$ cat config.mk
export PLATFORM = sky130hd
export DESIGN_NAME = axi_rd_req_gen
export DESIGN_NICKNAME = d
export VERILOG_FILES = /design/src/rtl/axi_rd_pkg.sv /design/src/rtl/axi_burst_sizer.sv /design/src/rtl/axi_rd_req_gen.sv
export SDC_FILE = /design/constraint.sdc
export NUM_CORES = 1
export LEC_CHECK = 0
export CAP_MARGIN = 20
export CORE_MARGIN = 5
export CORE_UTILIZATION = 56
export CTS_BUF_LIST = sky130_fd_sc_hd__clkbuf_8
export DETAILED_ROUTE_END_ITERATION = 10
export GPL_ROUTABILITY_DRIVEN = 1
export PLACE_DENSITY = 0.8
export SLEW_MARGIN = 20
export SYNTH_ARGS = -nofsm -noshare
export SYNTH_HDL_FRONTEND = slang
export SYNTH_HIERARCHICAL = 1
export SYNTH_SLANG_ARGS = --single-unit
$ cat constraint.sdc
create_clock -name clk -period 4.7 [get_ports clk]
set_input_delay 0.94 -clock clk [delete_from_list [all_inputs] [get_ports clk]]
set_output_delay 0.94 -clock clk [all_outputs]
set_load 0.005 [all_outputs]
$ cat src/rtl/axi_rd_pkg.sv
// Shared types, constants and helpers for the AXI read request generator.
package axi_rd_pkg;

    typedef enum logic [2:0] {
        ST_IDLE  = 3'd0,
        ST_CALC  = 3'd1,
        ST_ISSUE = 3'd2,
        ST_WAIT  = 3'd3,
        ST_DONE  = 3'd4
    } req_gen_state_e;

    // Bursts must never straddle this address boundary.
    localparam int unsigned BOUNDARY_4K = 32'd4096;

    // Smallest of three unsigned values; callers zero-extend into 32 bits.
    function automatic logic [31:0] min3(input logic [31:0] a,
                                         input logic [31:0] b,
                                         input logic [31:0] c);
        logic [31:0] m;
        if (a < b) begin
            m = a;
        end else begin
            m = b;
        end
        if (c < m) begin
            m = c;
        end else begin
            m = m;
        end
        return m;
    endfunction

endpackage

$ cat src/rtl/axi_burst_sizer.sv
// Combinational burst length: the smallest of the bytes still to read, the
// burst cap, and the distance to the next 4 KB boundary.
module axi_burst_sizer
    import axi_rd_pkg::*;
#(
    parameter int LEN_WIDTH       = 20,
    parameter int MAX_BURST_BYTES = 1024
) (
    input  logic [11:0]          addr_ofs_i,   // cur_addr mod 4096
    input  logic [LEN_WIDTH-1:0] remaining_i,
    output logic [LEN_WIDTH-1:0] blen_o
);

    logic [12:0] to_4k_s;

    // 13 bits so a 4 KB-aligned address yields a full 4096.
    assign to_4k_s = 13'(BOUNDARY_4K) - {1'b0, addr_ofs_i};
    assign blen_o  = LEN_WIDTH'(min3(32'(remaining_i),
                                     32'(MAX_BURST_BYTES),
                                     32'(to_4k_s)));

endmodule

$ cat src/rtl/axi_rd_req_gen.sv
// Splits a read command into bursts (capped, no 4 KB crossing), issues them one
// at a time to the AXI read master, counts returned beats and aborts on a
// stalled transfer.
module axi_rd_req_gen
    import axi_rd_pkg::*;
#(
    parameter int AXI_DATA_WIDTH  = 32,
    parameter int AXI_ADDR_WIDTH  = 16,
    parameter int LEN_WIDTH       = 20,
    parameter int MAX_BURST_BYTES = 1024,
    parameter int TIMEOUT_CYCLES  = 1024
) (
    input  logic                      clk,
    input  logic                      rst_n,
    input  logic                      cmd_valid,
    output logic                      cmd_ready,
    input  logic [AXI_ADDR_WIDTH-1:0] cmd_addr,
    input  logic [LEN_WIDTH-1:0]      cmd_len,
    output logic                      req,
    output logic [AXI_ADDR_WIDTH-1:0] addr,
    output logic [LEN_WIDTH-1:0]      burst_len,
    input  logic                      data_valid,
    output logic                      busy,
    output logic                      done,
    output logic                      err,
    output logic [15:0]               burst_cnt
);

    localparam int STRB   = AXI_DATA_WIDTH / 8;
    localparam int OFS_W  = $clog2(STRB);
    localparam int BEAT_W = 9;
    localparam int WD_W   = $clog2(TIMEOUT_CYCLES + 1);
    localparam logic [AXI_ADDR_WIDTH-1:0] ADDR_MASK = AXI_ADDR_WIDTH'(STRB - 1);
    localparam logic [LEN_WIDTH-1:0]      LEN_MASK  = LEN_WIDTH'(STRB - 1);

    req_gen_state_e              state_q, state_d;
    logic [AXI_ADDR_WIDTH-1:0]   cur_addr_q, cur_addr_d;
    logic [LEN_WIDTH-1:0]        remaining_q, remaining_d;
    logic [AXI_ADDR_WIDTH-1:0]   addr_q, addr_d;
    logic [LEN_WIDTH-1:0]        burst_len_q, burst_len_d;
    logic [BEAT_W-1:0]           beats_left_q, beats_left_d;
    logic [WD_W-1:0]             wdog_q, wdog_d;
    logic [15:0]                 burst_cnt_q, burst_cnt_d;
    logic                        err_q, err_d;
    logic                        req_q, req_d;
    logic                        done_q, done_d;
    logic                        busy_q, busy_d;
    logic                        cmd_ready_q, cmd_ready_d;

    logic [LEN_WIDTH-1:0]        blen_s;
    logic [WD_W-1:0]             wdog_inc_s;
    logic                        misaligned_s;

    axi_burst_sizer #(
        .LEN_WIDTH       (LEN_WIDTH),
        .MAX_BURST_BYTES (MAX_BURST_BYTES)
    ) u_sizer (
        .addr_ofs_i  (cur_addr_q[11:0]),
        .remaining_i (remaining_q),
        .blen_o      (blen_s)
    );

    assign misaligned_s = ((cmd_addr & ADDR_MASK) != '0) || ((cmd_len & LEN_MASK) != '0);
    assign wdog_inc_s   = wdog_q + WD_W'(1);

    // Next-state, datapath updates and registered-output decode.
    always_comb begin
        state_d      = state_q;
        cur_addr_d   = cur_addr_q;
        remaining_d  = remaining_q;
        addr_d       = addr_q;
        burst_len_d  = burst_len_q;
        beats_left_d = beats_left_q;
        wdog_d       = wdog_q;
        burst_cnt_d  = burst_cnt_q;
        err_d        = err_q;

        case (state_q)
            ST_IDLE: begin
                if (cmd_valid) begin
                    cur_addr_d  = cmd_addr;
                    remaining_d = cmd_len;
                    err_d       = 1'b0;
                    burst_cnt_d = 16'd0;
                    if (misaligned_s) begin
                        err_d   = 1'b1;
                        state_d = ST_DONE;
                    end else if (cmd_len == '0) begin
                        state_d = ST_DONE;
                    end else begin
                        state_d = ST_CALC;
                    end
                end else begin
                    state_d = ST_IDLE;
                end
            end
            ST_CALC: begin
                addr_d       = cur_addr_q;
                burst_len_d  = blen_s;
                beats_left_d = BEAT_W'(blen_s >> OFS_W);
                state_d      = ST_ISSUE;
            end
            ST_ISSUE: begin
                burst_cnt_d = burst_cnt_q + 16'd1;
                wdog_d      = '0;
                state_d     = ST_WAIT;
            end
            ST_WAIT: begin
                if (data_valid) begin
                    beats_left_d = beats_left_q - BEAT_W'(1);
                    wdog_d       = '0;
                    if (beats_left_q == BEAT_W'(1)) begin
                        cur_addr_d  = cur_addr_q + AXI_ADDR_WIDTH'(burst_len_q);
                        remaining_d = remaining_q - burst_len_q;
                        if (remaining_q != burst_len_q) begin
                            state_d = ST_CALC;
                        end else begin
                            state_d = ST_DONE;
                        end
                    end else begin
                        state_d = ST_WAIT;
                    end
                end else if (wdog_inc_s == WD_W'(TIMEOUT_CYCLES - 1)) begin
                    // Stalled master: abandon whatever is left of the command.
                    err_d   = 1'b1;
                    state_d = ST_DONE;
                end else begin
                    wdog_d = wdog_inc_s;
                end
            end
            ST_DONE: begin
                state_d = ST_IDLE;
            end
            default: begin
                state_d = ST_IDLE;
            end
        endcase

        // Outputs are decoded from the next state so they appear registered.
        req_d       = (state_d == ST_ISSUE);
        done_d      = (state_d == ST_DONE);
        busy_d      = (state_d != ST_IDLE);
        cmd_ready_d = (state_d == ST_IDLE);
    end

    // State and datapath registers; reset returns to idle with no pending request.
    always_ff @(posedge clk or negedge rst_n) begin
        if (!rst_n) begin
            state_q      <= ST_IDLE;
            cur_addr_q   <= '0;
            remaining_q  <= '0;
            addr_q       <= '0;
            burst_len_q  <= '0;
            beats_left_q <= '0;
            wdog_q       <= '0;
            burst_cnt_q  <= 16'd0;
            err_q        <= 1'b0;
            req_q        <= 1'b0;
            done_q       <= 1'b0;
            busy_q       <= 1'b0;
            cmd_ready_q  <= 1'b1;
        end else begin
            state_q      <= state_d;
            cur_addr_q   <= cur_addr_d;
            remaining_q  <= remaining_d;
            addr_q       <= addr_d;
            burst_len_q  <= burst_len_d;
            beats_left_q <= beats_left_d;
            wdog_q       <= wdog_d;
            burst_cnt_q  <= burst_cnt_d;
            err_q        <= err_d;
            req_q        <= req_d;
            done_q       <= done_d;
            busy_q       <= busy_d;
            cmd_ready_q  <= cmd_ready_d;
        end
    end

    assign cmd_ready = cmd_ready_q;
    assign req       = req_q;
    assign addr      = addr_q;
    assign burst_len = burst_len_q;
    assign busy      = busy_q;
    assign done      = done_q;
    assign err       = err_q;
    assign burst_cnt = burst_cnt_q;

endmodule

== After elaboration in Yosys (flattened, before gate mapping) ==
Cells that the tools add are included.
Word-level totals
  output and inout bits: 57
  word-level logic and storage cells: 81
  bits of input ports: 40
  bits in registers: 116
Cells by class
  equal/unequal tests: 14
  order comparisons: 2
  $add $sub $neg: 6
  reduce and logical (&&, ||, !) cells: 16
  multiplexer cells: 30
Operators by type and width (count)
  2-to-1 mux 20 bit: 5
  2-to-1 mux 16 bit: 4
  case mux 16 bit (2 select lines): 2
  case mux 20 bit (2 select lines): 1
  2-to-1 mux 11 bit: 2
  case mux 11 bit (2 select lines): 1
  2-to-1 mux 3 bit: 7
  logical NOT 20 bit: 1
  less-than comparator 13 x 20 -> 1 bit: 1
  less-than comparator 20 x 11 -> 1 bit (second input constant): 1
  inequality test 20 bit: 1
  nonzero test 20 bit: 1
  subtractor 20 bit: 1
  case mux 9 bit (2 select lines): 1
  adder 16 x 1 -> 16 bit (second input constant): 1
  adder 16 bit: 1
  nonzero test 16 bit: 1
  subtractor 13 x 12 -> 13 bit (first input constant): 1
  case mux 3 bit (4 select lines): 1
  adder 11 x 1 -> 11 bit (second input constant): 1
  equality test 11 x 10 -> 1 bit (second input constant): 1
  inequality test 2 bit (second input constant): 5
  equality test 3 x 2 -> 1 bit (second input constant): 3
  equality test 9 x 1 -> 1 bit (second input constant): 1
  other kinds (13): 23

== Depth between registers and ports, before layout ==
Gate-level depths: netlist (run 1).
  word-level depth: 6
  gate-level depth with buffers: 15
  depth with buffers taken out: 13

== Cells and area by module ==
The synthesis (run 1) kept the hierarchy.
Modules (own cells, without submodules)
  axi_rd_req_gen: times used 1, seq. area each 2904.0 sq um, cells an instance 819, area each 6904.1 sq um
  axi_burst_sizer: times used 1, seq. area each 0.0 sq um, cells an instance 107, area each 788.3 sq um

== Worst setup path before layout (run 1) ==
Ideal clock, no wire load.
  path kind: reg2reg
  from: register cur_addr_q[2]
  to: register beats_left_q[6]
  required time: 4.617 ns
  path slack: 1.013 ns
  cell stages (with the launch flop): 16
  arrival: 3.604 ns
  clock period less this slack: 3.687 ns
  cells stage by stage: dfrtp_1 > or3_1 > or4_1 > or3_1 > xnor2_1 > inv_1 > ha_1 > nand2_1 > or4_1 > a31oi_1 > or4_1 > buf_6 > buf_12 > mux2i_1 > a22oi_1 > o21ai_0
Between the ends
  word-level cells in the longest chain between the ends: 4
RTL lines
  start, declared: line axi_rd_req_gen.sv:37  | logic [AXI_ADDR_WIDTH-1:0] cur_addr_q, cur_addr_d;
  start signal, assigned: line axi_rd_req_gen.sv:164  | cur_addr_q <= cur_addr_d;
  subtractor 13 x 12 -> 13 bit (*): line axi_burst_sizer.sv:17  | assign to_4k_s = 13'(BOUNDARY_4K) - {1'b0, addr_ofs_i};
  less-than comparator 13 x 20 -> 1 bit: line axi_rd_pkg.sv:25  | if (c < m) begin
  2-to-1 mux 20 bit (*): line axi_rd_pkg.sv:25
  via blen_s[8]: line axi_rd_req_gen.sv:50  | logic [LEN_WIDTH-1:0] blen_s;
  case mux 9 bit (2 select lines) (*): line axi_rd_req_gen.sv:78  | case (state_q)
  end signal, assigned: line axi_rd_req_gen.sv:168  | beats_left_q <= beats_left_d;
  end, declared: line axi_rd_req_gen.sv:41  | logic [BEAT_W-1:0] beats_left_q, beats_left_d;
The timed path passes the listed nets; every way through them passes the cells marked *.
A chain may end at the register's enable or synchronous reset.

== Worst setup path in the final report (run 1) ==
  from: register cur_addr_q[2]
  to: register beats_left_q[4]
The elaborated chain is that of the path after synthesis.

==> flow_summary.toml, run 1 <==
[status]
status = "finished clean"

[placement]
portBuffers = 96
dpl.hpwl_um = 15400
gp_congestion = 0.913

[timing]
period_minus_slack_ps = 4070
tns_ps = 0
finalCritPeriodShare = 0.867
relSlewSlack = 0.346
setup_viol_count_final = 0
slew_violations = 0
whs_ps = 472
fin_skew_ps = 11.8
worstMarginPinSlew_ps = 981
fmax_mhz = 245
rsz0062_at_grt = "no"
finalHoldViolations = 0

[global_routing]
grt_start_max_net_pins = 58
antenna_found_initial = 0
grt_pass1_vias = 6701
grt_usage = 0.267
grt_pass1_wl_um = 34400
overflow = 0

[worst_setup_path]
crit_required_ps = 5060
r2r_cells = 14
path_max_fanout = 8
end_kind = "flop"
crit_arrival_ps = 4430
cp-start-kind = "flop"
path_class = "flop to flop"

[synth]
yosys_warnings = 6
netlist_area_mm2 = 0.00769
synth_seq_area_share = 0.378
synthCells = 926
syn_area_per_cell_um2 = 8.31
async_reset_ff_frac = 1.00
synth_edf_count = 0
synth.distinct_cells = 72
synth_ff_type = "dfrtp_1"
ys_ff_latch = 116

[clock_tree]
ctsResizeCount = 0
cts_setup_buffers = 0
cts.sinks = 116
cts-root-buf = "clkbuf_8"
cts_hold_buffers = 0
clk_pin_slew_worst_paths_ps = 70
tritoncts = "built"
htreeDepth = 4
clock_latency_ps = 440
tritoncts.num_buffers = 17
clk_path_buf_depth = 2

[detailed_routing]
postRouteAntennaNets = 0
vias = 7193
via_per_inst = 5.95
wl_per_cell_um = 17.6
first_pass_iters = 6
routed_wl_um = 21300
drt-initial-drc-count = 613
drcViolationCount = 0

[finish]
fin_util = 0.687
multi_input_area_mm2 = 0.00442
antennaDiodeCount = 0
drive_gt1_frac = 0.0552
final_nets = 1113
fill_cells = 1109
seqCellArea_mm2 = 0.00290
area_delta_synth_final_pct = 19.3

[die]
num_rows = 42
die-area_mm2 = 0.0162
ios = 97
die_w_um = 127
design.core.area_mm2 = 0.0133
start_util = 0.576
die_h_um = 127

[worst_hold_path]
min_delay_path_depth = 2
hp-class = "flop to flop"

[run]
maxCapViolCount = 0

[power]
p_leak_uw = 0.00423
peakVddDrop_mv = 0.476
power_density_mw_per_mm2 = 795
## worst max-delay path, cell delays in order (launching register included)
cell     delay [ps]
dfrtp_1         470
or3_1           420
or4_1           530
or3_1           370
xnor2_1         220
inv_1            70
ha_1            300
nand2_1          60
or4_1           500
a31oi_1         140
or4_1           140
buf_4           200
mux2i_1         280
a22oi_1         120
o21ai_0         170
## Yosys cell counts, drive strengths merged, types with 18 or more instances
| master | instances | area, µm² |
|---|---|---|
| o21ai | 100 | 500 |
| ha | 52 | 651 |
| xor2 | 18 | 158 |
| xnor2 | 18 | 158 |
| inv | 48 | 180 |
| clkbuf | 24 | 90.1 |
| nand2 | 159 | 597 |
| nand3 | 48 | 240 |
| mux2i | 18 | 180 |
| buf | 19 | 148 |
| nor2 | 67 | 251 |
| a21oi | 60 | 304 |
| nor3 | 21 | 105 |
| dfrtp | 115 | 2880 |
## power breakdown
group | switching [µW] | internal [µW]
Combinational | 2600 | 1960
Sequential | 464 | 1390
Clock | 401 | 475
## logic make-up (layout without fill, tap and decap cells)
| kind of cell | after synthesis | count (layout) | share of synthesized area |
|---|---|---|---|
| AO/OA/AOI/OAI | 237 | 237 | 0.182 |
| multiplexers | 18 | 18 | 0.0234 |
| XOR/XNOR | 36 | 36 | 0.0410 |
| AND/OR/NAND/NOR | 372 | 372 | 0.231 |
| buffers and inverters | 91 | 190 | 0.0543 |
| adder cells (fa/ha/maj) | 54 | 54 | 0.0898 |
| other | 2 | 9 | 0.000976 |
| flip-flops | 116 | 116 | 0.378 |
## area by class of cell
cell class / count / area share
multi-input combinational: 726 / 0.481
sequential: 116 / 0.316
inverter: 48 / 0.0196
tap: 176 / 0.0240
clock buffer: 22 / 0.0330
clock inverter: 10 / 0.00764
timing repair buffer: 110 / 0.118
## metal layers
layer  part of all wire  track usage  wire (µm)  vias to the layer above
li1                   -            -          -                     3448
met1               0.44        0.368       9350                     3432
met2               0.47        0.419       9910                      252
met3              0.060       0.0505       1270                       61
met4              0.037        0.108        781                        0
met5                  0            0          0                        -
## flip-flops by register name, indices dropped and copies added (netlist names), 3 cells and up
signal and flops:
beats_left_q 9, cur_addr_q 16, burst_cnt 16, state_q 3, burst_len 20, remaining_q 20
wdog_q 11, addr 16
## worst paths after layout
path,from,slack (ps),to
max reg2reg,cur_addr_q[2],630,beats_left_q[4]
min in group asynchronous,rst_n,570,addr[15]
max,cur_addr_q[2],630,beats_left_q[4]
max in group asynchronous,rst_n,3140,cmd_ready
min,addr[9],470,addr[9]
min reg2reg,addr[9],470,addr[9]
## per-stage QoR
stage               total power (µW)  cell area, µm²  setup WS, ps  std cells
finish                          7290            9180           625       1208
CTS                             7250            9150           674       1207
global route                    7920            9180           447       1208
detailed placement              6310            8780           717       1175
global placement                6210            8780           822       1175
floorplan                       4980            7720          1010        933
## layout by cell type (no fill, tap or decap), types with 4 or more instances in the layout
master,n
a211oi_1,6
a21o_1,9
a21oi_1,59
a31oi_1,15
and3_1,13
buf_4,14
clkbuf_8,22
clkdlybuf4s50_1,95
conb_1,9
dfrtp_1,115
ha_1,52
inv_1,54
mux2i_1,18
nand2_1,158
nand2b_1,11
nand3_1,48
nand4_1,6
nor2_1,66
nor2b_1,4
nor3_1,21
nor4_1,9
o211ai_1,9
o21ai_0,99
o21bai_1,4
o41ai_1,4
or3_1,5
or4_1,6
xnor2_1,18
xor2_1,18
(Power assumes the default switching activity.)
==> inputs of run 2 (changes only) <==
==> constraint.sdc (replaced) <==
create_clock -name clk -period 4.7 [get_ports clk]
set_input_delay 0.47 -clock clk [delete_from_list [all_inputs] [get_ports clk]]
set_output_delay 0.47 -clock clk [all_outputs]
set_load 0.005 [all_outputs]
==> run 2 against run 1 <==
Fmax shrank 6.7%. Final area shrank 0.42%. Power is essentially flat. Critical path depth shrank 1. Critical endpoint unchanged. Setup slack lost 290 ps. Register-to-register slack lost 290 ps. Highest routed layer unchanged. Sequential power is essentially flat. Routed wire length shrank 0.90%. Die area is the same. Utilization shrank 0.29 points. First-iteration DRC count grew 0.33%.
==> flow_summary.toml, run 2 (synthesis results as in run 1) <==
[global_routing]
grt_use_met3 = 0.0572
grt_start_max_net_pins = 84
grt.busiest_layer = "met2"
antenna_found_initial = 0
grt_usage = 0.272
grt.met2_usage = 0.417
grtUsageMet1 = 0.376
overflow = 0
grt_pass1_wl_um = 35200
grt_pass1_vias = 6926

[detailed_routing]
postRouteAntennaNets = 0
via_per_inst = 5.95
first_pass_iters = 5
routed_wl_um = 21100
drcViolationCount = 0
vias = 7154
wl_per_cell_um = 17.6
drt-initial-drc-count = 615

[die]
design.core.area_mm2 = 0.0133
die_w_um = 127
die_h_um = 127
die-area_mm2 = 0.0162
num_rows = 42
ios = 97
start_util = 0.576

[worst_setup_path]
critPathMostFrequentCell = "or4_1"
cp-start-kind = "flop"
cp_slowest_cell = "or4_1"
path_class = "flop to flop"
crit_arrival_ps = 4730
cpPeakStageDelay_ps = 630
crit_required_ps = 5060
path_max_fanout = 13
worstPathCellList = "or3_1 > or4_1 > or3_1 > xnor2_1 > inv_1 > ha_1 > nand2_1 > or4_1 > a31oi_1 > or4_1 > mux2i_1 > a22oi_1 > o21ai_0"
end_kind = "flop"

[timing]
fin_skew_ps = 11.4
fmax_mhz = 229
relSlewSlack = 0.304
setup_viol_count_final = 0
setup_slack_ps = 331
worstMarginPinSlew_ps = 1040
period_minus_slack_ps = 4370
finalCritPeriodShare = 0.930
finalHoldViolations = 0
rsz0062_at_grt = "no"
slew_violations = 0
tns_ps = 0

[clock_tree]
tritoncts.num_buffers = 17
cts_hold_buffers = 0
htreeDepth = 4
cts_setup_buffers = 0
ctsResizeCount = 0
cts.sinks = 116
clk_path_buf_depth = 2
cts-root-buf = "clkbuf_8"
clk_pin_slew_worst_paths_ps = 80
clock_latency_ps = 450
tritoncts = "built"

[power]
p_clk_frac = 0.129
pwr-share-comb = 0.616
peakVddDrop_mv = 0.443
p_leak_uw = 0.00419
power_uw = 7290
p_sw_uw = 3450
power_density_mw_per_mm2 = 798
p_int_uw = 3840
power.share.switching = 0.473
seq_power_share = 0.255

[finish]
final_cell_mix = "158 x nand2_1, 115 x dfrtp_1, 99 x o21ai_0"
area_delta_synth_final_pct = 18.8
final_common_cell = "nand2_1"
antennaDiodeCount = 0
postLayoutCellArea_mm2 = 0.00914
final_nets = 1107
drive_gt1_frac = 0.0517
fin_util = 0.685

[placement]
gp_congestion = 0.910
dpl.hpwl_um = 15200
portBuffers = 96
placed_area_mm2 = 0.00874
post-place-ws_ps = 454

[worst_hold_path]
hp-class = "input pin to asynchronous set/reset pin"

[run]
maxCapViolCount = 0

[status]
status = "finished clean"
## run 2: cell count changes in the layout (fill, tap and decap cells not counted), sizes merged
cell,delta
buf,-6
clkbuf,-4
bufinv,+2
clkinv,+2
clkinvlp,+2
inv,-2
## run 2: metal layers
layer,vias to the layer above,share of wire
li1,3438,-
met2,277,0.46
met3,50,0.069
met5,-,0
met4,0,0.029
met1,3389,0.44
## run 2: per-stage QoR
stage,instances,hold slack [ps]
global route,1202,95.6
CTS,1202,266
detailed placement,1170,463
finish,1202,39.6
floorplan,933,174
global placement,1170,457
## run 2: path summary, 6_finish.rpt
path | start | to | slack, ps | cells past startpoint
hold reg to reg | addr[5] | addr[5] | 480 | 2
hold / removal | rst_n | burst_len[18] | 40 | 1
min in group clk | addr[5] | addr[5] | 480 | 2
setup reg to reg | cur_addr_q[2] | beats_left_q[4] | 330 | 13
max in group asynchronous | rst_n | addr[7] | 3640 | 2
setup / recovery | cur_addr_q[2] | beats_left_q[4] | 330 | 13
## run 2: critical path: cells and delay by family, from the launching register on
family | cells | cell delay [ps]
flops | 1 | 470
compound gates | 3 | 430
mux | 1 | 310
xor+xnor | 1 | 220
simple gates | 6 | 2490
fa+ha+maj | 1 | 290
buf+inv | 1 | 70
## run 2: area by class of cell
class	instances	area, µm²
clock buffer	18	248
clock inverter	14	148
fill	1128	4210
inverter	48	180
multi-input combinational	726	4420
sequential	116	2900
tap	176	220
timing repair buffer	104	1020
## run 2: power groups by stage
stage          registers (µW)  clock network [µW]  logic, µW
2_1_floorplan            1740                   0       3240
3_3_place_gp             1850                   0       4310
3_5_place_dp             1860                   0       4400
4_1_cts                  1850                 948       4450
5_1_grt                  1920                1000       5050
6_report                 1860                 942       4490
